<file path="src/rtl/axi_rd_sched_if.sv">
// Request-side bus of the read scheduler: per-port request inputs, granted request out to the
// read master, and the R channel monitor tap.
interface axi_rd_sched_if #(
  parameter int NUM_PORTS       = 4,
  parameter int AXI_ID_WIDTH    = 4,
  parameter int AXI_ADDR_WIDTH  = 32,
  parameter int AXI_LEN_WIDTH   = 8,
  parameter int AXI_SIZE_WIDTH  = 3,
  parameter int AXI_BURST_WIDTH = 2
);
  logic [NUM_PORTS-1:0]                 port_req_valid;
  logic [NUM_PORTS-1:0]                 port_req_ready;
  logic [NUM_PORTS*AXI_ADDR_WIDTH-1:0]  port_req_addr;
  logic [NUM_PORTS*AXI_LEN_WIDTH-1:0]   port_req_len;
  logic [NUM_PORTS*AXI_SIZE_WIDTH-1:0]  port_req_size;
  logic [NUM_PORTS*AXI_BURST_WIDTH-1:0] port_req_burst;

  logic                       user_req_valid;
  logic                       user_req_ready;
  logic [AXI_ID_WIDTH-1:0]    user_req_id;
  logic [AXI_ADDR_WIDTH-1:0]  user_req_addr;
  logic [AXI_LEN_WIDTH-1:0]   user_req_len;
  logic [AXI_SIZE_WIDTH-1:0]  user_req_size;
  logic [AXI_BURST_WIDTH-1:0] user_req_burst;

  logic                       mon_rvalid;
  logic                       mon_rready;
  logic                       mon_rlast;
  logic [AXI_ID_WIDTH-1:0]    mon_rid;

  modport slave (
    input  port_req_valid, port_req_addr, port_req_len, port_req_size, port_req_burst,
    output port_req_ready,
    output user_req_valid, user_req_id, user_req_addr, user_req_len, user_req_size, user_req_burst,
    input  user_req_ready,
    input  mon_rvalid, mon_rready, mon_rlast, mon_rid
  );

  modport master (
    output port_req_valid, port_req_addr, port_req_len, port_req_size, port_req_burst,
    input  port_req_ready,
    input  user_req_valid, user_req_id, user_req_addr, user_req_len, user_req_size, user_req_burst,
    output user_req_ready,
    output mon_rvalid, mon_rready, mon_rlast, mon_rid
  );
endinterface

</file>
<file path="src/rtl/axi_rd_sched.sv">
// Round-robin read request scheduler with per-port outstanding limits and completion pulses.
// Define AXI_RD_SCHED_PRIO_EN to give port 0 strict priority over the round-robin ports.
module axi_rd_sched #(
  parameter int NUM_PORTS       = 4,
  parameter int PORT_OST_MAX    = 4,
  parameter int AXI_ID_WIDTH    = 4,
  parameter int AXI_ADDR_WIDTH  = 32,
  parameter int AXI_LEN_WIDTH   = 8,
  parameter int AXI_SIZE_WIDTH  = 3,
  parameter int AXI_BURST_WIDTH = 2,
  parameter int PORT_W          = $clog2(NUM_PORTS),
  parameter int CNT_W           = $clog2(PORT_OST_MAX + 1)
) (
  input  logic                       clk,
  input  logic                       rst,
  axi_rd_sched_if.slave              bus,
  output logic [NUM_PORTS-1:0]       port_done,
  output logic [NUM_PORTS*CNT_W-1:0] port_ost_cnt,
  output logic                       err_underflow
);
  localparam logic [AXI_SIZE_WIDTH-1:0]  AXI_SIZE_1_BYTE = '0;
  localparam logic [AXI_BURST_WIDTH-1:0] AXI_BURST_INCR  = AXI_BURST_WIDTH'(1);
  localparam logic [CNT_W-1:0]           OST_MAX         = CNT_W'(PORT_OST_MAX);
  localparam logic [PORT_W:0]            NUM_P           = (PORT_W+1)'(NUM_PORTS);

  typedef enum logic {EMPTY, FULL} stage_t;
  stage_t state, state_nxt;

  logic [PORT_W-1:0]          rr_ptr;
  logic [CNT_W-1:0]           cnt [NUM_PORTS];
  logic [NUM_PORTS-1:0]       elig, gnt, cpl, dec;
  logic                       can_accept, grant, found, upd_ptr, r_last;
  logic [PORT_W-1:0]          win;
  logic [PORT_W:0]            idx;

  logic [AXI_ADDR_WIDTH-1:0]  sel_addr, addr_q;
  logic [AXI_LEN_WIDTH-1:0]   sel_len, len_q;
  logic [AXI_SIZE_WIDTH-1:0]  sel_size, size_q;
  logic [AXI_BURST_WIDTH-1:0] sel_burst, burst_q;
  logic [AXI_ID_WIDTH-1:0]    id_q;
  logic                       unused_rid;

  assign unused_rid = ^bus.mon_rid;
  assign r_last     = bus.mon_rvalid & bus.mon_rready & bus.mon_rlast;
  assign can_accept = (state == EMPTY) || bus.user_req_ready;

  always_comb begin
    for (int i = 0; i < NUM_PORTS; i++) begin
      elig[i] = bus.port_req_valid[i] && (cnt[i] < OST_MAX);
      cpl[i]  = r_last && (bus.mon_rid[PORT_W-1:0] == PORT_W'(i));
      dec[i]  = cpl[i] && (cnt[i] != '0);
    end
  end

  // Search starts at rr_ptr; a port-0 priority win leaves the pointer alone.
  always_comb begin
    win     = '0;
    found   = 1'b0;
    upd_ptr = 1'b0;
    idx     = '0;
`ifdef AXI_RD_SCHED_PRIO_EN
    if (elig[0]) begin
      found = 1'b1;
    end
`endif
    for (int k = 0; k < NUM_PORTS; k++) begin
      idx = {1'b0, rr_ptr} + (PORT_W+1)'(k);
      if (idx >= NUM_P) idx = idx - NUM_P;
      if (!found && elig[idx[PORT_W-1:0]]) begin
        win     = idx[PORT_W-1:0];
        found   = 1'b1;
        upd_ptr = 1'b1;
      end
    end
  end

  assign grant = found && can_accept && !rst;

  always_comb begin
    gnt       = '0;
    sel_addr  = '0;
    sel_len   = '0;
    sel_size  = '0;
    sel_burst = '0;
    for (int i = 0; i < NUM_PORTS; i++) begin
      gnt[i] = grant && (win == PORT_W'(i));
      if (win == PORT_W'(i)) begin
        sel_addr  = bus.port_req_addr[i*AXI_ADDR_WIDTH +: AXI_ADDR_WIDTH];
        sel_len   = bus.port_req_len[i*AXI_LEN_WIDTH +: AXI_LEN_WIDTH];
        sel_size  = bus.port_req_size[i*AXI_SIZE_WIDTH +: AXI_SIZE_WIDTH];
        sel_burst = bus.port_req_burst[i*AXI_BURST_WIDTH +: AXI_BURST_WIDTH];
      end
    end
  end

  assign bus.port_req_ready = gnt;

  always_comb begin
    state_nxt = state;
    case (state)
      EMPTY: if (grant) state_nxt = FULL;
      FULL:  if (bus.user_req_ready && !grant) state_nxt = EMPTY;
    endcase
  end

  always_ff @(posedge clk or posedge rst) begin
    if (rst) begin
      state   <= EMPTY;
      rr_ptr  <= '0;
      id_q    <= '0;
      addr_q  <= '0;
      len_q   <= '0;
      size_q  <= AXI_SIZE_1_BYTE;
      burst_q <= AXI_BURST_INCR;
    end else begin
      state <= state_nxt;
      // Payload only loads on a grant, so it holds while valid waits for ready.
      if (grant) begin
        id_q    <= AXI_ID_WIDTH'(win);
        addr_q  <= sel_addr;
        len_q   <= sel_len;
        size_q  <= sel_size;
        burst_q <= sel_burst;
        if (upd_ptr) begin
          rr_ptr <= (win == PORT_W'(NUM_PORTS - 1)) ? '0 : win + PORT_W'(1);
        end
      end
    end
  end

  always_ff @(posedge clk or posedge rst) begin
    if (rst) begin
      for (int i = 0; i < NUM_PORTS; i++) cnt[i] <= '0;
      port_done     <= '0;
      err_underflow <= 1'b0;
    end else begin
      port_done <= dec;
      if ((cpl & ~dec) != '0) err_underflow <= 1'b1;
      for (int i = 0; i < NUM_PORTS; i++) begin
        if (gnt[i] && !dec[i]) cnt[i] <= cnt[i] + CNT_W'(1);
        else if (!gnt[i] && dec[i]) cnt[i] <= cnt[i] - CNT_W'(1);
      end
    end
  end

  always_comb begin
    for (int i = 0; i < NUM_PORTS; i++) port_ost_cnt[i*CNT_W +: CNT_W] = cnt[i];
  end

  assign bus.user_req_valid = (state == FULL);
  assign bus.user_req_id    = id_q;
  assign bus.user_req_addr  = addr_q;
  assign bus.user_req_len   = len_q;
  assign bus.user_req_size  = size_q;
  assign bus.user_req_burst = burst_q;
endmodule
</file>
<file path="src/flat_wrapper.sv">
// flat-port wrapper written by rule: the top's interface ports become plain ports
module axi_rd_sched_flat 
#(
  parameter int NUM_PORTS       = 4,
  parameter int PORT_OST_MAX    = 4,
  parameter int AXI_ID_WIDTH    = 4,
  parameter int AXI_ADDR_WIDTH  = 32,
  parameter int AXI_LEN_WIDTH   = 8,
  parameter int AXI_SIZE_WIDTH  = 3,
  parameter int AXI_BURST_WIDTH = 2,
  parameter int PORT_W          = $clog2(NUM_PORTS),
  parameter int CNT_W           = $clog2(PORT_OST_MAX + 1)
)
  (clk, rst, port_done, port_ost_cnt, err_underflow, bus_port_req_valid, bus_port_req_addr, bus_port_req_len, bus_port_req_size, bus_port_req_burst, bus_port_req_ready, bus_user_req_valid, bus_user_req_id, bus_user_req_addr, bus_user_req_len, bus_user_req_size, bus_user_req_burst, bus_user_req_ready, bus_mon_rvalid, bus_mon_rready, bus_mon_rlast, bus_mon_rid);
  axi_rd_sched_if #(.NUM_PORTS(NUM_PORTS), .AXI_ID_WIDTH(AXI_ID_WIDTH), .AXI_ADDR_WIDTH(AXI_ADDR_WIDTH), .AXI_LEN_WIDTH(AXI_LEN_WIDTH), .AXI_SIZE_WIDTH(AXI_SIZE_WIDTH), .AXI_BURST_WIDTH(AXI_BURST_WIDTH)) bus_i ();
  input  logic clk;
  input  logic rst;
  output logic [NUM_PORTS-1:0] port_done;
  output logic [NUM_PORTS*CNT_W-1:0] port_ost_cnt;
  output logic err_underflow;
  input wire logic [$bits(bus_i.port_req_valid)-1:0] bus_port_req_valid;
  input wire logic [$bits(bus_i.port_req_addr)-1:0] bus_port_req_addr;
  input wire logic [$bits(bus_i.port_req_len)-1:0] bus_port_req_len;
  input wire logic [$bits(bus_i.port_req_size)-1:0] bus_port_req_size;
  input wire logic [$bits(bus_i.port_req_burst)-1:0] bus_port_req_burst;
  output wire logic [$bits(bus_i.port_req_ready)-1:0] bus_port_req_ready;
  output wire logic [$bits(bus_i.user_req_valid)-1:0] bus_user_req_valid;
  output wire logic [$bits(bus_i.user_req_id)-1:0] bus_user_req_id;
  output wire logic [$bits(bus_i.user_req_addr)-1:0] bus_user_req_addr;
  output wire logic [$bits(bus_i.user_req_len)-1:0] bus_user_req_len;
  output wire logic [$bits(bus_i.user_req_size)-1:0] bus_user_req_size;
  output wire logic [$bits(bus_i.user_req_burst)-1:0] bus_user_req_burst;
  input wire logic [$bits(bus_i.user_req_ready)-1:0] bus_user_req_ready;
  input wire logic [$bits(bus_i.mon_rvalid)-1:0] bus_mon_rvalid;
  input wire logic [$bits(bus_i.mon_rready)-1:0] bus_mon_rready;
  input wire logic [$bits(bus_i.mon_rlast)-1:0] bus_mon_rlast;
  input wire logic [$bits(bus_i.mon_rid)-1:0] bus_mon_rid;
  assign bus_i.port_req_valid = bus_port_req_valid;
  assign bus_i.port_req_addr = bus_port_req_addr;
  assign bus_i.port_req_len = bus_port_req_len;
  assign bus_i.port_req_size = bus_port_req_size;
  assign bus_i.port_req_burst = bus_port_req_burst;
  assign bus_port_req_ready = bus_i.port_req_ready;
  assign bus_user_req_valid = bus_i.user_req_valid;
  assign bus_user_req_id = bus_i.user_req_id;
  assign bus_user_req_addr = bus_i.user_req_addr;
  assign bus_user_req_len = bus_i.user_req_len;
  assign bus_user_req_size = bus_i.user_req_size;
  assign bus_user_req_burst = bus_i.user_req_burst;
  assign bus_i.user_req_ready = bus_user_req_ready;
  assign bus_i.mon_rvalid = bus_mon_rvalid;
  assign bus_i.mon_rready = bus_mon_rready;
  assign bus_i.mon_rlast = bus_mon_rlast;
  assign bus_i.mon_rid = bus_mon_rid;
  axi_rd_sched #(.NUM_PORTS(NUM_PORTS), .PORT_OST_MAX(PORT_OST_MAX), .AXI_ID_WIDTH(AXI_ID_WIDTH), .AXI_ADDR_WIDTH(AXI_ADDR_WIDTH), .AXI_LEN_WIDTH(AXI_LEN_WIDTH), .AXI_SIZE_WIDTH(AXI_SIZE_WIDTH), .AXI_BURST_WIDTH(AXI_BURST_WIDTH), .PORT_W(PORT_W), .CNT_W(CNT_W)) u_core (.clk(clk), .rst(rst), .bus(bus_i), .port_done(port_done), .port_ost_cnt(port_ost_cnt), .err_underflow(err_underflow));
endmodule
</file>
<file path="config.mk">
export PLATFORM = sky130hd
export DESIGN_NAME = axi_rd_sched_flat
export DESIGN_NICKNAME = d
export VERILOG_FILES = /design/src/rtl/axi_rd_sched_if.sv /design/src/rtl/axi_rd_sched.sv /design/src/flat_wrapper.sv
export SDC_FILE = /design/constraint.sdc
export NUM_CORES = 1
export LEC_CHECK = 0
export BUFFER_PORTS_ARGS = -buffer_cell sky130_fd_sc_hd__buf_4
export CORE_MARGIN = 4
export CORE_UTILIZATION = 35
export CTS_CLUSTER_SIZE = 16
export DETAILED_ROUTE_END_ITERATION = 16
export HOLD_SLACK_MARGIN = 0.15
export PLACE_DENSITY = 0.69
export SYNTH_ARGS = -nofsm -noshare
export SYNTH_HDL_FRONTEND = slang
export SYNTH_SLANG_ARGS = --single-unit
</file>
<file path="constraint.sdc">
create_clock -name clk -period 3.9 [get_ports clk]
set_input_delay 0.39 -clock clk [delete_from_list [all_inputs] [get_ports clk]]
set_output_delay 0.39 -clock clk [all_outputs]
set_load 0.01 [all_outputs]
</file>
### Yosys cells after proc, flatten, opt, wreduce, memory -nomap -nowiden

Cells that the tools add are included.

* register bits after elaboration: 67
* memories: 0
* latch bits: 0
* memory bits (read-only): 0
* output and inout bits: 71
* input bits: 194
* logic and storage cells: 156
* memory bits (writable): 0

* add/subtract/negate cells: 16
* multiply operators: 0
* reductions and logical operators: 56
* multiplexer cells: 48
* bitwise gates (word level): 5
* eq/ne operators: 6
* shift-type cells: 0
* $lt $le $gt $ge: 12
* divide/modulo/power cells: 0

Operator list (number)
* $mux 32: 4
* $mux 3: 12
* $mux 8: 4
* $logic_and 1x1->1: 30
* $mux 2: 13
* $logic_not 1->1: 13
* $add 3x1->3 const B: 4
* $lt 2x3->1 const B: 4
* $lt 3x3->1 const B: 4
* $reduce_bool 3->1: 4
* $sub 3x1->3 const B: 4
* $mux 1: 10
* $ge 3x3->1 const B: 3
* $bmux 1 s2: 4
* $eq 2x2->1 const B: 4
* $reduce_bool 2->1: 4
* $sub 2x1->2 const B: 4
* $add 2x2->3 const B: 2
* $and 4x4->4: 1
* $eq 2x1->1 const B: 2
* $logic_not 2->1: 2
* $not 4->4: 1
* $reduce_bool 4->1: 1
* $add 2x1->3 const B: 1
* other kinds (7): 8

### Longest topological paths before layout

* depth in word-level cells: 21
* depth in mapped cells: 15
* depth with buffers taken out: 13

### Worst setup path after synthesis

Ideal clock, no wire load.

* path kind: in2reg
* from: in bus_port_req_valid[0]
* to: reg u_core.cnt, in the netlist u_core.port_ost_cnt[8]
* path buffers: 2
* arrival time: 3009 ps
* path slack: 812 ps
* cell stages on the path: 14
* cells stage by stage: nor2b_2 -> a2111oi_0 -> o31a_1 -> ha_1 -> buf_2 -> inv_2 -> clkbuf_1 -> nor2_1 -> ha_1 -> inv_1 -> fa_1 -> xor2_1 -> nor2_1 -> xor2_1

* elaborated cells between the ends (all ways): 32

RTL lines
* from (decl): line flat_wrapper.sv:21 `input wire logic [$bits(bus_i.port_req_valid)-1:0] bus_port_req_valid;`
* $logic_and 1x1->1 (*): line axi_rd_sched.sv:49 `elig[i] = bus.port_req_valid[i] && (cnt[i] < OST_MAX);`
* $bmux 1 s2: line axi_rd_sched.sv:69 `if (!found && elig[idx[PORT_W-1:0]]) begin`
* $mux 1 (not written as such): line axi_rd_sched.sv:69
* $mux 1: line axi_rd_sched.sv:69
* $logic_not 1->1: line axi_rd_sched.sv:69
* $logic_and 1x1->1: line axi_rd_sched.sv:69
* $mux 1: line axi_rd_sched.sv:69
* $logic_not 1->1: line axi_rd_sched.sv:69
* [4 not listed]
* $mux 2 (*): line axi_rd_sched.sv:69
* via u_core.win[1]: line axi_rd_sched.sv:33 `logic [PORT_W-1:0] win;`
* $eq 2x2->1 (*): line axi_rd_sched.sv:86 `gnt[i] = grant && (win == PORT_W'(i));`
* $logic_and 1x1->1 (*): line axi_rd_sched.sv:86
* via bus_port_req_ready[2]: line flat_wrapper.sv:26 `output wire logic [$bits(bus_i.port_req_ready)-1:0] bus_port_req_ready;`
* $logic_not 1->1: line axi_rd_sched.sv:141 `else if (!gnt[i] && dec[i]) cnt[i] <= cnt[i] - CNT_W'(1);`
* $logic_and 1x1->1: line axi_rd_sched.sv:141
* $reduce_bool 2->1 (no line)
* to (signal, indexed assignment): line axi_rd_sched.sv:140 `if (gnt[i] && !dec[i]) cnt[i] <= cnt[i] + CNT_W'(1);`
* to (signal, indexed assignment): line axi_rd_sched.sv:141
* to (decl): line axi_rd_sched.sv:30 `logic [CNT_W-1:0] cnt [NUM_PORTS];`

The timed path passes the listed nets; every way through them passes the cells marked *. The select of a mux whose other input is x is not followed.
A chain may end at the register's enable or synchronous reset.

### Worst setup path in the final report

* from: reg u_core.cnt, in the netlist u_core.port_ost_cnt[5]
* to: reg u_core.len_q[3], in the netlist u_core.bus.user_req_len[3]

* longest elaborated chain between the ends: 19
* elaborated cells between the ends (all ways): 34

Ends and longest elaborated chain
* $lt 3x3->1 (*): line axi_rd_sched.sv:49
* $logic_and 1x1->1 (*): line axi_rd_sched.sv:49
* $bmux 1 s2: line axi_rd_sched.sv:69
* $mux 1 (not written as such): line axi_rd_sched.sv:69
* $mux 1: line axi_rd_sched.sv:69
* $logic_not 1->1: line axi_rd_sched.sv:69
* $logic_and 1x1->1: line axi_rd_sched.sv:69
* $mux 1: line axi_rd_sched.sv:69
* [2 not listed]
* $mux 1: line axi_rd_sched.sv:69
* $logic_not 1->1: line axi_rd_sched.sv:69
* $logic_and 1x1->1: line axi_rd_sched.sv:69
* $mux 2 (*): line axi_rd_sched.sv:69
* via u_core.win[1]: line axi_rd_sched.sv:33
* $logic_not 2->1: line axi_rd_sched.sv:87 `if (win == PORT_W'(i)) begin`
* $mux 8 (3 in a row): line axi_rd_sched.sv:87
* $mux 8 (*): line axi_rd_sched.sv:87
* to (signal assigned): line axi_rd_sched.sv:121 `len_q <= sel_len;`
* to (decl): line axi_rd_sched.sv:37 `logic [AXI_LEN_WIDTH-1:0] sel_len, len_q;`

Marks and branches as above.

==> impl_metrics.env <==
export IMPL_status="finished clean"
export IMPL_setup_viol=0
export IMPL_crit_required_ns=4.17
export IMPL_use_met2_pct=37.8
export IMPL_wl_per_cell_um=18.6
export IMPL_busiest_layer="met2"
export IMPL_finalPower_mw=5.90
export IMPL_cts_setup_buffers=0
export IMPL_fin_nets=901
export IMPL_antenna_cells=0
export IMPL_routabilityCongestion=0.873
export IMPL_grt_use_met3_pct=6.31
export IMPL_synthArstFlopShare_pct=100
export IMPL_grt_pass1_vias=4908
export IMPL_grt_max_degree=65
export IMPL_cts_sinks=67
export IMPL_synth_cell_type_count=44
export IMPL_dp_cells=855
export IMPL_final_common_cell="buf_4"
export IMPL_vias=4528
export IMPL_dr_pass1_iters=4
export IMPL_crit_path_end_kind="flip-flop"
export IMPL_synth_warnings=0
export IMPL_maxSlewViolCount=0
export IMPL_synth_edff_count=0
export IMPL_cp_arrival_ns=3.82
export IMPL_irDropWorstVdd_mv=0.486
export IMPL_drive_gt1_share_pct=50.4
export IMPL_layout_common_cells="buf_4, dfrtp_1, nand2_1, mux2_4, nor2_1"
export IMPL_htreeDepth=3
export IMPL_vias_per_cell=5.19
export IMPL_seqCellArea_mm2=0.00168
export IMPL_path_cells="nor2b_4 -> a2111oi_0 -> o31a_1 -> inv_1 -> ha_2 -> nor2b_1 -> buf_4 -> a221oi_1 -> o31ai_1 -> mux2_4"
export IMPL_clk_latency_ns=0.34
export IMPL_synth_seq_cells=67
export IMPL_hold_class="input port to flip-flop"
export IMPL_finalHoldViolations=0
export IMPL_grt_ovfl_total=0
export IMPL_cts_root_buffer="clkbuf_16"
export IMPL_antenna_found_initial=0
export IMPL_post_route_period_util_pct=91.0
export IMPL_cts_tree="done"
export IMPL_multi_input_area_mm2=0.00259
export IMPL_power_leakage_nw=3.45
export IMPL_tns_ns=0
export IMPL_synth_area_mm2=0.00456
export IMPL_slew_headroom_pct=45.2
export IMPL_synthFlopType="dfrtp_1"
export IMPL_cts_buffers=9
export IMPL_start_kind="flip-flop"
export IMPL_power_density_mw_per_mm2=851
export IMPL_crit_slowest_cell="nor2b_1"
export IMPL_routed_wl_mm=16.2
export IMPL_drtIter0Drc=213
export IMPL_die_x_um=122
export IMPL_crit_fanout=28
export IMPL_grt_pass1_wl_mm=24.7
export IMPL_post_dp_cell_area_mm2=0.00658
export IMPL_rows=41
export IMPL_die_area_mm2=0.0149
export IMPL_final_fill_count=1157
export IMPL_design_area_mm2=0.00694
export IMPL_max_cap_violations=0
export IMPL_critical_path_max_stage_delay_ns=0.72
export IMPL_finalHoldWorstSlack_ns=0.364
export IMPL_io_pins=265
export IMPL_gr_usage_met1_pct=23.8
export IMPL_cts_buffer_depth=2
export IMPL_area_delta_synth_final_pct=52.2
export IMPL_port_buffers=260
export IMPL_coreArea_mm2=0.0127
export IMPL_worstMarginPinSlew_ns=0.821
export IMPL_ant_nets=0
export IMPL_syn_avg_cell_area_um2=10.1
export IMPL_grt_use_total_pct=21.3
export IMPL_ys_seq_area_share_pct=36.8
export IMPL_pre_cts_ws_ns=0.295
export IMPL_final_cells=872
export IMPL_cts_clk_slew_worst_paths_ns=0.07
export IMPL_post_route_drc_count=0
export IMPL_finClkSkew_ns=0.0112
export IMPL_rsz0062_at_grt="no"
export IMPL_max_freq_ghz=0.282
export IMPL_synthCells=451
export IMPL_fin_ws_ns=0.353
export IMPL_layout_min_cycle_time_ns=3.55
export IMPL_fp_dieH_um=122
export IMPL_final_util_pct=54.7
export IMPL_criticalPathCategory="flip-flop to flip-flop"
export IMPL_hpwl_mm=11.9
export IMPL_start_util_pct=36.0
-- cell usage after synthesis (2+ instances only) --
master,instances,area [um^2]
dfrtp_1,66,1650
mux2_4,46,691
nand2_1,46,173
nor2_1,30,113
o21ai_0,27,135
a21oi_1,26,130
a22o_1,26,228
o21a_1,26,195
a221oi_1,19,166
o31ai_1,19,143
clkbuf_1,18,67.6
inv_1,15,56.3
buf_1,8,30.0
ha_1,8,100
mux2_2,8,90.1
xor2_1,8,70.1
buf_2,5,25.0
buf_12,4,80.1
fa_1,4,80.1
nor3_1,4,20.0
xnor2_1,4,35.0
nor2b_2,3,26.3
or3_1,3,18.8
a211oi_1,2,15.0
buf_4,2,15.0
buf_6,2,22.5
nand2b_1,2,12.5
nand3_1,2,10.0
nor2b_1,2,12.5
nor3b_1,2,15.0
-- logic make-up after synthesis --
kind of cell	synth area share, %
AOI/OAI and AO/OA	23.1
xor gates and xnor gates	2.31
adders and majority gates	3.95
buffers and inverters	6.67
DFF	36.8
muxes	17.3
other	0.0823
and+or+nand+nor	9.69
-- worst max-delay path: cells and delay by family, from the launching register on --
family                     cells  cell delay, ns
AOI/OAI and AO/OA              4            1.22
and+or+nand+nor                2            0.80
DFF                            1            0.49
buffers and inverters          2            0.39
adders and majority gates      1            0.37
muxes                          1            0.20
-- worst paths after layout --
kind | cells past startpoint | from | end | slack [ns]
min in group asynchronous | 3 | rst | u_core.bus.user_req_addr[23] | 0.64
worst max register to register | 10 | u_core.port_ost_cnt[5] | u_core.bus.user_req_len[3] | 0.35
worst min-delay path | 3 | bus_user_req_ready | u_core.bus.user_req_valid | 0.36
worst max-delay path | 10 | u_core.port_ost_cnt[5] | u_core.bus.user_req_len[3] | 0.35
max in group asynchronous | 4 | rst | u_core.bus.user_req_burst[0] | 2.53
worst min register to register | 1 | u_core.bus.user_req_addr[13] | u_core.bus.user_req_addr[13] | 0.51
-- registers in the layout (all words and copies together) (netlist names) --
name,cells
u_core.bus.user_req_size,3
u_core.bus.user_req_id,2
u_core.port_done,4
u_core.bus.user_req_valid,1
u_core.port_ost_cnt,12
u_core.rr_ptr,2
u_core.err_underflow,1
u_core.bus.user_req_addr,32
u_core.bus.user_req_len,8
u_core.bus.user_req_burst,2
-- area by class of cell --
cell class	count	area share [%]
inverters	17	0.920
clock inverters	7	1.79
clock buffers	9	3.25
multi-input cells	329	37.4
well taps	172	3.10
repair buffers	271	29.4
flip-flops and latches	67	24.2
-- where the power goes --
| group | internal, mW | switching [mW] | total (mW) |
|---|---|---|---|
| logic | 1.89 | 1.75 | 3.64 |
| registers | 1.03 | 0.269 | 1.30 |
| clock network | 0.630 | 0.328 | 0.958 |
| total | 3.55 | 2.35 | 5.90 |
-- repair_timing --
item	4_1_cts	5_1_grt
hold endpoints to repair	16	0
hold buffers	1	0
resized for setup	0	0
-- metal layers --
metal,up-vias,wire (um)
li1,2114,-
met1,2167,6250
met2,209,8150
met3,38,1360
met4,0,439
met5,-,0
Note: power is estimated with default switching activity, not from simulation.
